$ cat config.mk
export PLATFORM = sky130hd
export DESIGN_NAME = poly_tone_gen
export DESIGN_NICKNAME = d
export VERILOG_FILES = /design/src/rtl/poly_tone_gen.sv
export SDC_FILE = /design/constraint.sdc
export NUM_CORES = 1
export LEC_CHECK = 0
export CAP_MARGIN = 20
export CORE_MARGIN = 2
export CORE_UTILIZATION = 30
export DETAILED_ROUTE_END_ITERATION = 16
export PLACE_DENSITY_LB_ADDON = 0.08
export SKIP_LAST_GASP = 1
export SLEW_MARGIN = 25
export SYNTH_ARGS = -nofsm -noshare
export SYNTH_HDL_FRONTEND = slang
export SYNTH_SLANG_ARGS = --single-unit
$ cat constraint.sdc
create_clock -name clk -period 5.85 [get_ports clk]
set_input_delay 0.585 -clock clk [delete_from_list [all_inputs] [get_ports clk]]
set_output_delay 0.585 -clock clk [all_outputs]
set_load 0.1 [all_outputs]
$ cat src/rtl/poly_tone_gen.sv
// Three-voice square-wave tone generator driven by one-hot note vectors.
// Voices are mixed into a 2-bit level and a 3-clock-frame PWM stream.
module poly_tone_gen #(
    parameter int CLK_HZ = 10000000,
    parameter int CNT_W  = 16
) (
    input  logic        clk,
    input  logic        rst_n,
    input  logic        ena,
    input  logic [11:0] note_1,
    input  logic [11:0] note_2,
    input  logic [11:0] note_3,
    output logic [2:0]  voice_active,
    output logic [2:0]  wave,
    output logic [1:0]  mix_level,
    output logic        pwm_out
);

    // Half-period in clocks for semitone s above C4 (s = 11 - bit index).
    function automatic int half_of(input int s);
        real freq;
        freq = 261.6256 * (2.0 ** (real'(s) / 12.0));
        return $rtoi(real'(CLK_HZ) / (2.0 * freq) + 0.5);
    endfunction

    localparam int HALF_MAX = half_of(0);

    if ($clog2(HALF_MAX) > CNT_W) begin : g_cnt_w_check
        $error("poly_tone_gen: CNT_W too narrow for the half-period table");
    end

    logic [CNT_W-1:0] half_tbl [12];

    for (genvar s = 0; s < 12; s++) begin : g_tbl
        localparam int H = half_of(s);
        assign half_tbl[s] = CNT_W'(H);
    end

    logic [11:0] note_in [3];
    assign note_in[0] = note_1;
    assign note_in[1] = note_2;
    assign note_in[2] = note_3;

    for (genvar v = 0; v < 3; v++) begin : g_voice
        logic [11:0]      note_q;
        logic [11:0]      note_qq;
        logic [CNT_W-1:0] cnt;
        logic [CNT_W-1:0] half_sel;
        logic             wave_r;
        logic             active_r;
        logic             valid;
        logic             changed;

        always_comb begin
            half_sel = '0;
            for (int b = 0; b < 12; b++) begin
                if (note_q[b]) half_sel = half_tbl[11 - b];
            end
        end

        assign valid   = $onehot(note_q);
        assign changed = (note_q != note_qq);

        // Silence, disable and note change all restart the voice at phase 0.
        always_ff @(posedge clk or negedge rst_n) begin
            if (!rst_n) begin
                note_q   <= '0;
                note_qq  <= '0;
                cnt      <= '0;
                wave_r   <= 1'b0;
                active_r <= 1'b0;
            end else begin
                note_q   <= note_in[v];
                note_qq  <= note_q;
                active_r <= ena & valid;
                if (!ena || !valid || changed) begin
                    cnt    <= '0;
                    wave_r <= 1'b0;
                end else if (cnt == half_sel - CNT_W'(1)) begin
                    cnt    <= '0;
                    wave_r <= ~wave_r;
                end else begin
                    cnt <= cnt + CNT_W'(1);
                end
            end
        end

        assign wave[v]         = wave_r;
        assign voice_active[v] = active_r;
    end

    logic [1:0] frame_cnt;

    always_ff @(posedge clk or negedge rst_n) begin
        if (!rst_n) begin
            frame_cnt <= 2'd0;
            mix_level <= 2'd0;
            pwm_out   <= 1'b0;
        end else begin
            frame_cnt <= (frame_cnt == 2'd2) ? 2'd0 : frame_cnt + 2'd1;
            mix_level <= {1'b0, wave[0]} + {1'b0, wave[1]} + {1'b0, wave[2]};
            pwm_out   <= (frame_cnt < mix_level);
        end
    end

endmodule

==> flow_metrics.py, run 1 <==
metrics = {
    "synth": {
        "synth_edf_count": 0,
        "yosys.area.top_type": "dfrtp_1",
        "yosys.cell_types.count": 76,
        "synth_top_area_frac": 0.396,
        "ys_top_cells_by_area": "dfrtp_1, xor2_1, fa_1",
        "synth_seq_area_share": 0.396,
        "netlist_top_cells_count": "dfrtp_1, nor2_1, xor2_1, inv_1, xnor2_1",
        "synth.most_common_cell": "dfrtp_1",
        "ys_ff_latch": 131,
        "synthArstFlopShare": 1.00,
        "ys.flop_type": "dfrtp_1",
        "syn_area_um2": 8270,
        "synthCells": 862,
        "avgSynthCellArea_um2": 9.60,
        "yosysWarningCount": 0,
        "synth_nets": 948,
    },
    "sta": {
        "slew_viol_final": 0,
        "worstMarginPinSlew_ps": 1070,
        "fmax_ghz": 0.209,
        "clock_skew_ps": 9.62,
        "tns_ps": 0,
        "whs_ps": 205,
        "setup_violations": 0,
        "period_share": 0.818,
        "max_slew_margin": 0.287,
        "rsz0062_at_grt": "no",
        "min_period_ps": 4790,
        "hold_viol_final": 0,
    },
    "floorplanning": {
        "die_w_um": 170,
        "die_area_um2": 28900,
        "core_um2": 27000,
        "start_util": 0.306,
        "num_io_pins": 48,
        "fp-row-count": 60,
        "die_y_um": 170,
    },
    "cts": {
        "ctsRootBufferMaster": "clkbuf_16",
        "cts_num_sinks": 131,
        "clkTransAtPathRegs_ps": 60,
        "htree_levels": 4,
        "post_cts_buffers": 0,
        "cts_resized": 0,
        "insertion_delay_ps": 420,
        "clock_path_buffers": 2,
        "cts_buffers": 17,
        "cts_tree": "yes",
        "ctsHoldBuffers": 0,
    },
    "setup_path": {
        "critPathArrivalTime_ps": 5130,
        "crit_required_ps": 6190,
        "critPathBufInv": 3,
        "slowest_delay_ps": 600,
        "slowest_stage": "dfrtp_1",
        "reg2reg_slack_ps": 1060,
        "crit_chain": "fa_1 -> fa_1 -> inv_1 -> fa_1 -> fa_1 -> inv_1 -> ha_1 -> inv_1 -> fa_1 -> a2111oi_0 -> a21oi_1 -> nor2_1 -> nand4_1 -> nand2b_1 -> nor2_1",
        "end_kind": "flop",
        "start_kind": "flop",
        "path_delay_family": "adder cells",
        "cp_common_cell": "fa_1",
        "criticalPathCategory": "reg -> reg",
        "crit_fanout": 16,
    },
    "global_route": {
        "gr-total-overflow": 0,
        "grt_pass1_wl_um": 33700,
        "grt_pass1_vias": 6046,
        "grt_max_degree": 88,
        "grtUsageTotal": 0.150,
        "antenna_found_initial": 0,
    },
    "placement": {
        "gp_congestion": 0.781,
        "io_buffers": 47,
        "hpwl_um": 14900,
        "place_inst": 1208,
        "place_area_um2": 8940,
    },
    "cells_and_area": {
        "layout.nets": 972,
        "num_antenna_cells": 0,
        "syn_to_final_growth_pct": 15.0,
        "fillers": 2785,
        "postLayoutCoreUtil": 0.352,
        "drive_gt1_frac": 0.0624,
        "design_area_um2": 9510,
        "fin_cells": 1238,
    },
    "power_and_ir_drop": {
        "peakVddDrop_mv": 0.179,
        "p_leak_uw": 0.00388,
        "pwr_density_cell_nw_per_um2": 258,
    },
    "drt": {
        "wl_per_cell_um": 16.4,
        "via_per_inst": 4.92,
        "final_antenna_net_count": 0,
        "drtPass1Iterations": 8,
        "drt-initial-drc-count": 378,
        "drc": 0,
        "num_vias": 6090,
        "drt-total-wl_um": 20300,
    },
    "run_status": {
        "status": "finished clean",
    },
    "flow_run": {
        "cap_violations": 0,
    },
    "min_path": {
        "hold_path.class": "in -> async",
    },
}
## path summary, 6_finish.rpt
| kind | start | end | depth (start not counted) |
|---|---|---|---|
| max in group asynchronous | rst_n | g_voice[2].note_q[5] | 2 |
| setup reg to reg | g_voice[1].note_q[3] | g_voice[1].cnt[12] | 15 |
| min in group clk | frame_cnt[0] | frame_cnt[0] | 1 |
| setup / recovery | g_voice[1].note_q[3] | g_voice[1].cnt[12] | 15 |
| hold / removal | rst_n | g_voice[1].note_qq[10] | 1 |
| hold reg to reg | frame_cnt[0] | frame_cnt[0] | 1 |
## cells by family (layout without fill, tap and decap cells)
| group | count (synthesis) | count (layout) | share of synthesized area |
|---|---|---|---|
| buffers and inverters | 119 | 154 | 0.0643 |
| AOI/OAI and AO/OA | 130 | 130 | 0.114 |
| and+or+nand+nor | 314 | 314 | 0.206 |
| muxes | 2 | 2 | 0.00242 |
| DFF | 131 | 131 | 0.396 |
| xor gates and xnor gates | 119 | 119 | 0.126 |
| adders and majority gates | 47 | 47 | 0.0911 |
## layer usage
metal / part of all wire / track usage
met1: 0.51 / 0.215
met2: 0.45 / 0.232
met3: 0.029 / 0.0286
met4: 0.011 / 0.0368
met5: 0 / 0
## metrics by stage
stage          setup slack, ps  power [uW]
6_report                  1060        2460
2_1_floorplan             1620        1290
4_1_cts                   1010        2500
3_3_place_gp              1060        1420
5_1_grt                    655        2610
3_5_place_dp              1040        1420
## power by group
part | internal [uW] | leakage, uW | switching (uW)
Clock | 618 | 0.000267 | 440
Combinational | 169 | 0.00196 | 242
Sequential | 936 | 0.00166 | 52.0
## cell type report
class	count	area [um^2]	area share
timing repair buffer	51	502	0.0527
inverter	73	274	0.0288
tap	341	427	0.0449
multi-input combinational	612	4460	0.469
sequential	131	3280	0.345
clock buffer	20	467	0.0491
clock inverter	10	104	0.0109
## placed cells by master, fill, tap and decap left out, types with 9 or more instances in the layout
cell type	n
a21oi_1	24
a31oi_1	12
and3_1	16
clkbuf_16	17
clkdlybuf4s50_1	46
dfrtp_1	131
fa_1	22
ha_1	25
inv_1	73
nand2_1	25
nand3_1	37
nand4_1	10
nor2_1	100
nor2b_1	10
nor3_1	19
nor4_1	19
o211ai_1	9
o21ai_0	17
or3_1	16
xnor2_1	38
xor2_1	81
## sequential cells by signal, summed over array words and instances (netlist names)
register / flops
g_voice.cnt: 48
g_voice.note_q: 36
g_voice.note_qq: 36
g_voice.active_r: 3
g_voice.wave_r: 3
frame_cnt: 2
mix_level: 2
pwm_out: 1
Power figures use the tool's default switching activity.
==> inputs of run 2 (changes only) <==
==> constraint.sdc (replaced) <==
create_clock -name clk -period 4.3 [get_ports clk]
set_input_delay 0.43 -clock clk [delete_from_list [all_inputs] [get_ports clk]]
set_output_delay 0.43 -clock clk [all_outputs]
set_load 0.1 [all_outputs]
==> flow_metrics.py, run 2 (synthesis gave the netlist of run 1 again) <==
metrics = {
    "run_status": {
        "status": "complete, but fails checks",
        "violations": "negative hold slack",
    },
    "drt": {
        "drc": 0,
        "drt-initial-drc-count": 355,
        "wl_per_cell_um": 16.3,
        "via_per_inst": 4.92,
        "num_vias": 6297,
        "drtPass1Iterations": 4,
        "final_antenna_net_count": 0,
        "drt-total-wl_um": 20800,
    },
    "setup_path": {
        "cp-startpoint": "g_voice[1].note_q[9]",
        "rr_startpoint": "g_voice[1].note_q[9]",
        "critPathBufInv": 4,
        "crit_fanout": 8,
        "worst-r2r-cell-count": 16,
        "start_kind": "flop",
        "critPathArrivalTime_ps": 4610,
        "end_kind": "flop",
        "crit_required_ps": 4650,
        "crit_chain": "fa_1 -> fa_1 -> inv_1 -> fa_1 -> fa_1 -> inv_2 -> ha_4 -> inv_2 -> fa_2 -> a2111oi_4 -> a21oi_1 -> nor2_1 -> nand4_1 -> nand2b_4 -> clkbuf_16 -> nor2_2",
        "worstSetupEndpoint": "g_voice[1].cnt[7]",
        "path_delay_family": "adder cells",
        "cp_common_cell": "fa_1",
        "criticalPathCategory": "reg -> reg",
        "worst-path-stages": 16,
        "reg2reg_slack_ps": 40,
        "slowest_delay_ps": 530,
        "reg2reg_to": "g_voice[1].cnt[7]",
        "slowest_stage": "fa_1",
    },
    "placement": {
        "place_inst": 1242,
        "place_area_um2": 9240,
        "io_buffers": 47,
        "gp_congestion": 0.790,
        "hpwl_um": 15400,
    },
    "sta": {
        "hold_viol_final": 8,
        "tns_ps": 0,
        "min_period_ps": 4260,
        "slew_viol_final": 0,
        "fmax_ghz": 0.235,
        "whs_ps": -21.7,
        "max_slew_margin": 0.297,
        "period_share": 0.990,
        "setup_violations": 0,
        "worstMarginPinSlew_ps": 1050,
        "rsz0062_at_grt": "yes",
        "clock_skew_ps": 13.6,
    },
    "power_and_ir_drop": {
        "pwr_density_cell_nw_per_um2": 348,
        "p_leak_uw": 0.00415,
        "peakVddDrop_mv": 0.247,
    },
    "cts": {
        "htree_levels": 4,
        "ctsHoldBuffers": 0,
        "insertion_delay_ps": 430,
        "ctsRootBufferMaster": "clkbuf_16",
        "clkTransAtPathRegs_ps": 70,
        "cts_num_sinks": 131,
        "cts_buffers": 17,
        "clock_path_buffers": 2,
        "cts_tree": "yes",
    },
    "global_route": {
        "grt_pass1_wl_um": 34400,
        "antenna_found_initial": 0,
        "grt_max_degree": 66,
        "top_usage_layer": "met2",
        "grtUsageMet3": 0.0274,
        "gr-total-overflow": 0,
        "grtUsageMet2": 0.235,
        "grt_pass1_vias": 6397,
        "grtUsageTotal": 0.152,
        "met1_usage": 0.218,
    },
    "floorplanning": {
        "fp-row-count": 60,
        "core_um2": 27000,
        "num_io_pins": 48,
        "die_y_um": 170,
        "die_w_um": 170,
        "die_area_um2": 28900,
        "start_util": 0.306,
    },
    "flow_run": {
        "cap_violations": 0,
    },
    "cells_and_area": {
        "fin_cells": 1281,
        "layout.nets": 1013,
        "final_cell_mix": "dfrtp_1, xor2_1, nor2_1",
        "num_antenna_cells": 0,
        "drive_gt1_frac": 0.156,
        "largest_register_ffs": 48,
        "syn_to_final_growth_pct": 22.7,
        "final_common_cell": "dfrtp_1",
        "fillers": 2693,
        "design_area_um2": 10100,
        "largestRegisters": "g_voice.cnt (48), g_voice.note_q (36), g_voice.note_qq (36)",
        "regMostFlops": "g_voice.cnt",
    },
    "min_path": {
        "hold_path.class": "in -> async",
    },
}
[run 2: layout make-up]
class,instances,area (um^2),share of cell area
clock buffers,17,425,0.0419
flip-flops and latches,131,3280,0.323
inverters,73,274,0.0270
repair buffers,92,882,0.0869
well taps,341,427,0.0421
clock inverters,15,158,0.0155
multi-input cells,612,4700,0.463
[run 2: what timing repair did]
action                     in CTS  in global routing
setup endpoints to repair      36                 49
resized for setup               5                 61
buffers inserted                2                  3
pin swaps                       3                 14
gates cloned                    0                  2
[run 2: worst reg2reg max path, stage by stage, from the launching register on]
cell and delay (ps):
dfrtp_1 400, fa_1 530, fa_1 500, inv_1 50, fa_1 490, fa_1 430, inv_2 80, ha_4 150
inv_2 40, fa_2 360, a2111oi_4 270, a21oi_1 70, nor2_1 180, nand4_1 150, nand2b_4 230, clkbuf_16 180
nor2_2 100
[run 2: how the worst min path moves through the flow]
stage,startpoint,end,slack [ps],cells after the start
2_1_floorplan,rst_n,frame_cnt[0],130,0
3_5_place_dp,frame_cnt[0],frame_cnt[0],440,1
3_3_place_gp,frame_cnt[0],frame_cnt[0],430,1
6_report,rst_n,g_voice[1].note_qq[6],-20,1
4_1_cts,rst_n,g_voice[1].note_qq[6],6,1
5_1_grt,rst_n,g_voice[1].note_qq[6],30,1
[run 2: routing by layer]
metal / part of all wire / wire length [um]
met3: 0.027 / 567
met2: 0.46 / 9550
met1: 0.50 / 10500
met4: 0.013 / 263
met5: 0 / 0
[run 2: power breakdown]
part           internal (uW)  switching (uW)  total, uW
combinational            331             436        767
clock                    857             597       1450
sequential              1270            40.1       1310
[run 2: metrics by stage]
| stage | total power, uW | util | worst slack (ps) | hold WS (ps) |
|---|---|---|---|---|
| after floorplan | 1750 | - | 70.9 | 134 |
| after global placement | 1970 | 0.342 | -61.9 | 429 |
| after detailed placement | 1970 | 0.342 | -80.8 | 439 |
| after CTS | 3490 | 0.364 | -4.03 | 5.80 |
| after global routing | 3740 | 0.375 | -106 | 27.3 |
| final | 3540 | 0.375 | 44.5 | -21.7 |
==> inputs of run 3 (changes only) <==
==> constraint.sdc (replaced) <==
create_clock -name clk -period 5.3 [get_ports clk]
set_input_delay 0.53 -clock clk [delete_from_list [all_inputs] [get_ports clk]]
set_output_delay 0.53 -clock clk [all_outputs]
set_load 0.1 [all_outputs]
==> flow_metrics.py, run 3 (synthesis gave the netlist of run 1 again) <==
metrics = {
    "cts": {
        "cts_tree": "yes",
        "clkTransAtPathRegs_ps": 60,
        "insertion_delay_ps": 420,
        "cts_buffers": 17,
        "clock_path_buffers": 2,
        "cts_num_sinks": 131,
        "ctsRootBufferMaster": "clkbuf_16",
        "cts_resized": 0,
        "ctsHoldBuffers": 0,
        "htree_levels": 4,
        "post_cts_buffers": 0,
    },
    "power_and_ir_drop": {
        "sw_frac_of_total": 0.282,
        "power_frac_clock": 0.458,
        "pwr_density_cell_nw_per_um2": 296,
        "p_leak_uw": 0.00397,
        "pwr-share-comb": 0.164,
        "p_int_uw": 2050,
        "peakVddDrop_mv": 0.181,
        "switchingPower_uw": 805,
        "sequentialPowerShare": 0.378,
    },
    "drt": {
        "drt-initial-drc-count": 358,
        "final_antenna_net_count": 0,
        "via_per_inst": 4.91,
        "wl_per_cell_um": 16.3,
        "drt-total-wl_um": 20400,
        "num_vias": 6131,
        "drc": 0,
        "drtPass1Iterations": 5,
    },
    "global_route": {
        "grt_pass1_vias": 6155,
        "grt_max_degree": 79,
        "grtUsageTotal": 0.150,
        "grt_pass1_wl_um": 33900,
        "gr-total-overflow": 0,
        "antenna_found_initial": 0,
    },
    "setup_path": {
        "slowest_stage": "dfrtp_1",
        "slowest_delay_ps": 590,
        "end_kind": "flop",
        "crit_chain": "fa_1 -> fa_1 -> inv_1 -> fa_1 -> fa_1 -> inv_1 -> ha_1 -> inv_1 -> fa_1 -> a2111oi_0 -> a21oi_1 -> nor2_1 -> nand4_1 -> nand2b_1 -> nor2_1",
        "critPathArrivalTime_ps": 5030,
        "crit_fanout": 16,
        "cp_common_cell": "fa_1",
        "start_kind": "flop",
        "crit_required_ps": 5640,
        "cp-startpoint": "g_voice[1].note_q[3]",
        "rr_startpoint": "g_voice[1].note_q[3]",
        "criticalPathCategory": "reg -> reg",
    },
    "sta": {
        "fmax_ghz": 0.213,
        "rsz0062_at_grt": "no",
        "clock_skew_ps": 9.59,
        "min_period_ps": 4690,
        "tns_ps": 0,
        "worstMarginPinSlew_ps": 1060,
        "hold_viol_final": 0,
        "period_share": 0.885,
        "fin_ws_ps": 610,
        "setup_violations": 0,
        "max_slew_margin": 0.291,
        "slew_viol_final": 0,
    },
    "cells_and_area": {
        "drive_gt1_frac": 0.0727,
        "final_cell_mix": "dfrtp_1, nor2_1, xor2_1",
        "largestRegisters": "g_voice.cnt (48), g_voice.note_q (36), g_voice.note_qq (36)",
        "num_antenna_cells": 0,
        "regMostFlops": "g_voice.cnt",
        "design_area_um2": 9660,
        "postLayoutCoreUtil": 0.357,
        "syn_to_final_growth_pct": 16.7,
        "final_common_cell": "dfrtp_1",
        "largest_register_ffs": 48,
        "layout.nets": 981,
    },
    "floorplanning": {
        "core_um2": 27000,
        "die_y_um": 170,
        "fp-row-count": 60,
        "num_io_pins": 48,
        "start_util": 0.306,
        "die_w_um": 170,
        "die_area_um2": 28900,
    },
    "placement": {
        "place_ws_ps": 549,
        "gp_congestion": 0.808,
        "place_area_um2": 9010,
        "io_buffers": 47,
        "hpwl_um": 15100,
    },
    "min_path": {
        "hold_path.class": "in -> async",
    },
    "flow_run": {
        "cap_violations": 0,
    },
    "run_status": {
        "status": "finished clean",
    },
}
## run 3: cell types whose count changed in the layout (fill, tap and decap cells not counted), moves of 6 or more
cell / change
buf_4: -27
inv_1: +6
inv_2: -6
nor2_1: +30
nor2_2: -21
nor2_4: -9
## run 3: layer usage
layer | global-route usage | wire (um)
met3 | 0.0312 | 618
met2 | 0.226 | 9120
met1 | 0.216 | 10300
met4 | 0.0438 | 302
met5 | 0 | 0
## run 3: through the flow
stage	hold WS, ps	std cells	power, uW
after global placement	437	1217	1580
after CTS	168	1249	2900
after floorplan	234	862	1420
after global routing	187	1249	3020
after detailed placement	444	1217	1570
final	112	1249	2860
## run 3: final timing paths
kind	to	slack [ps]	cells after the start
worst max-delay path	g_voice[1].cnt[15]	610	15
worst min-delay path	g_voice[1].note_qq[10]	110	1
worst max register to register	g_voice[1].cnt[15]	610	15
worst min register to register	frame_cnt[0]	440	1
max in group asynchronous	g_voice[0].cnt[11]	4040	2
min in group clk	frame_cnt[0]	440	1
## run 3: final cells by class
class	count	area, um^2
sequential	131	3280
clock inverter	11	176
timing repair buffer	60	569
fill	2771	17400
clock buffer	21	470
multi-input combinational	612	4460
inverter	73	274
tap	341	427
## run 3: power groups by stage
stage	Combinational, uW	Clock [uW]	Sequential, uW
after floorplan	350	0	1070
after global placement	475	0	1100
after detailed placement	472	0	1100
after CTS	475	1350	1080
after global routing	540	1390	1090
final	467	1310	1080
## run 3: critical path, delay by kind of cell, from the launching register on
family | cells | cell delay (ps)
adder cells (fa/ha/maj) | 6 | 2450
flip-flops | 1 | 590
AO/OA/AOI/OAI | 2 | 440
buffers and inverters | 3 | 180
AND/OR/NAND/NOR | 4 | 960
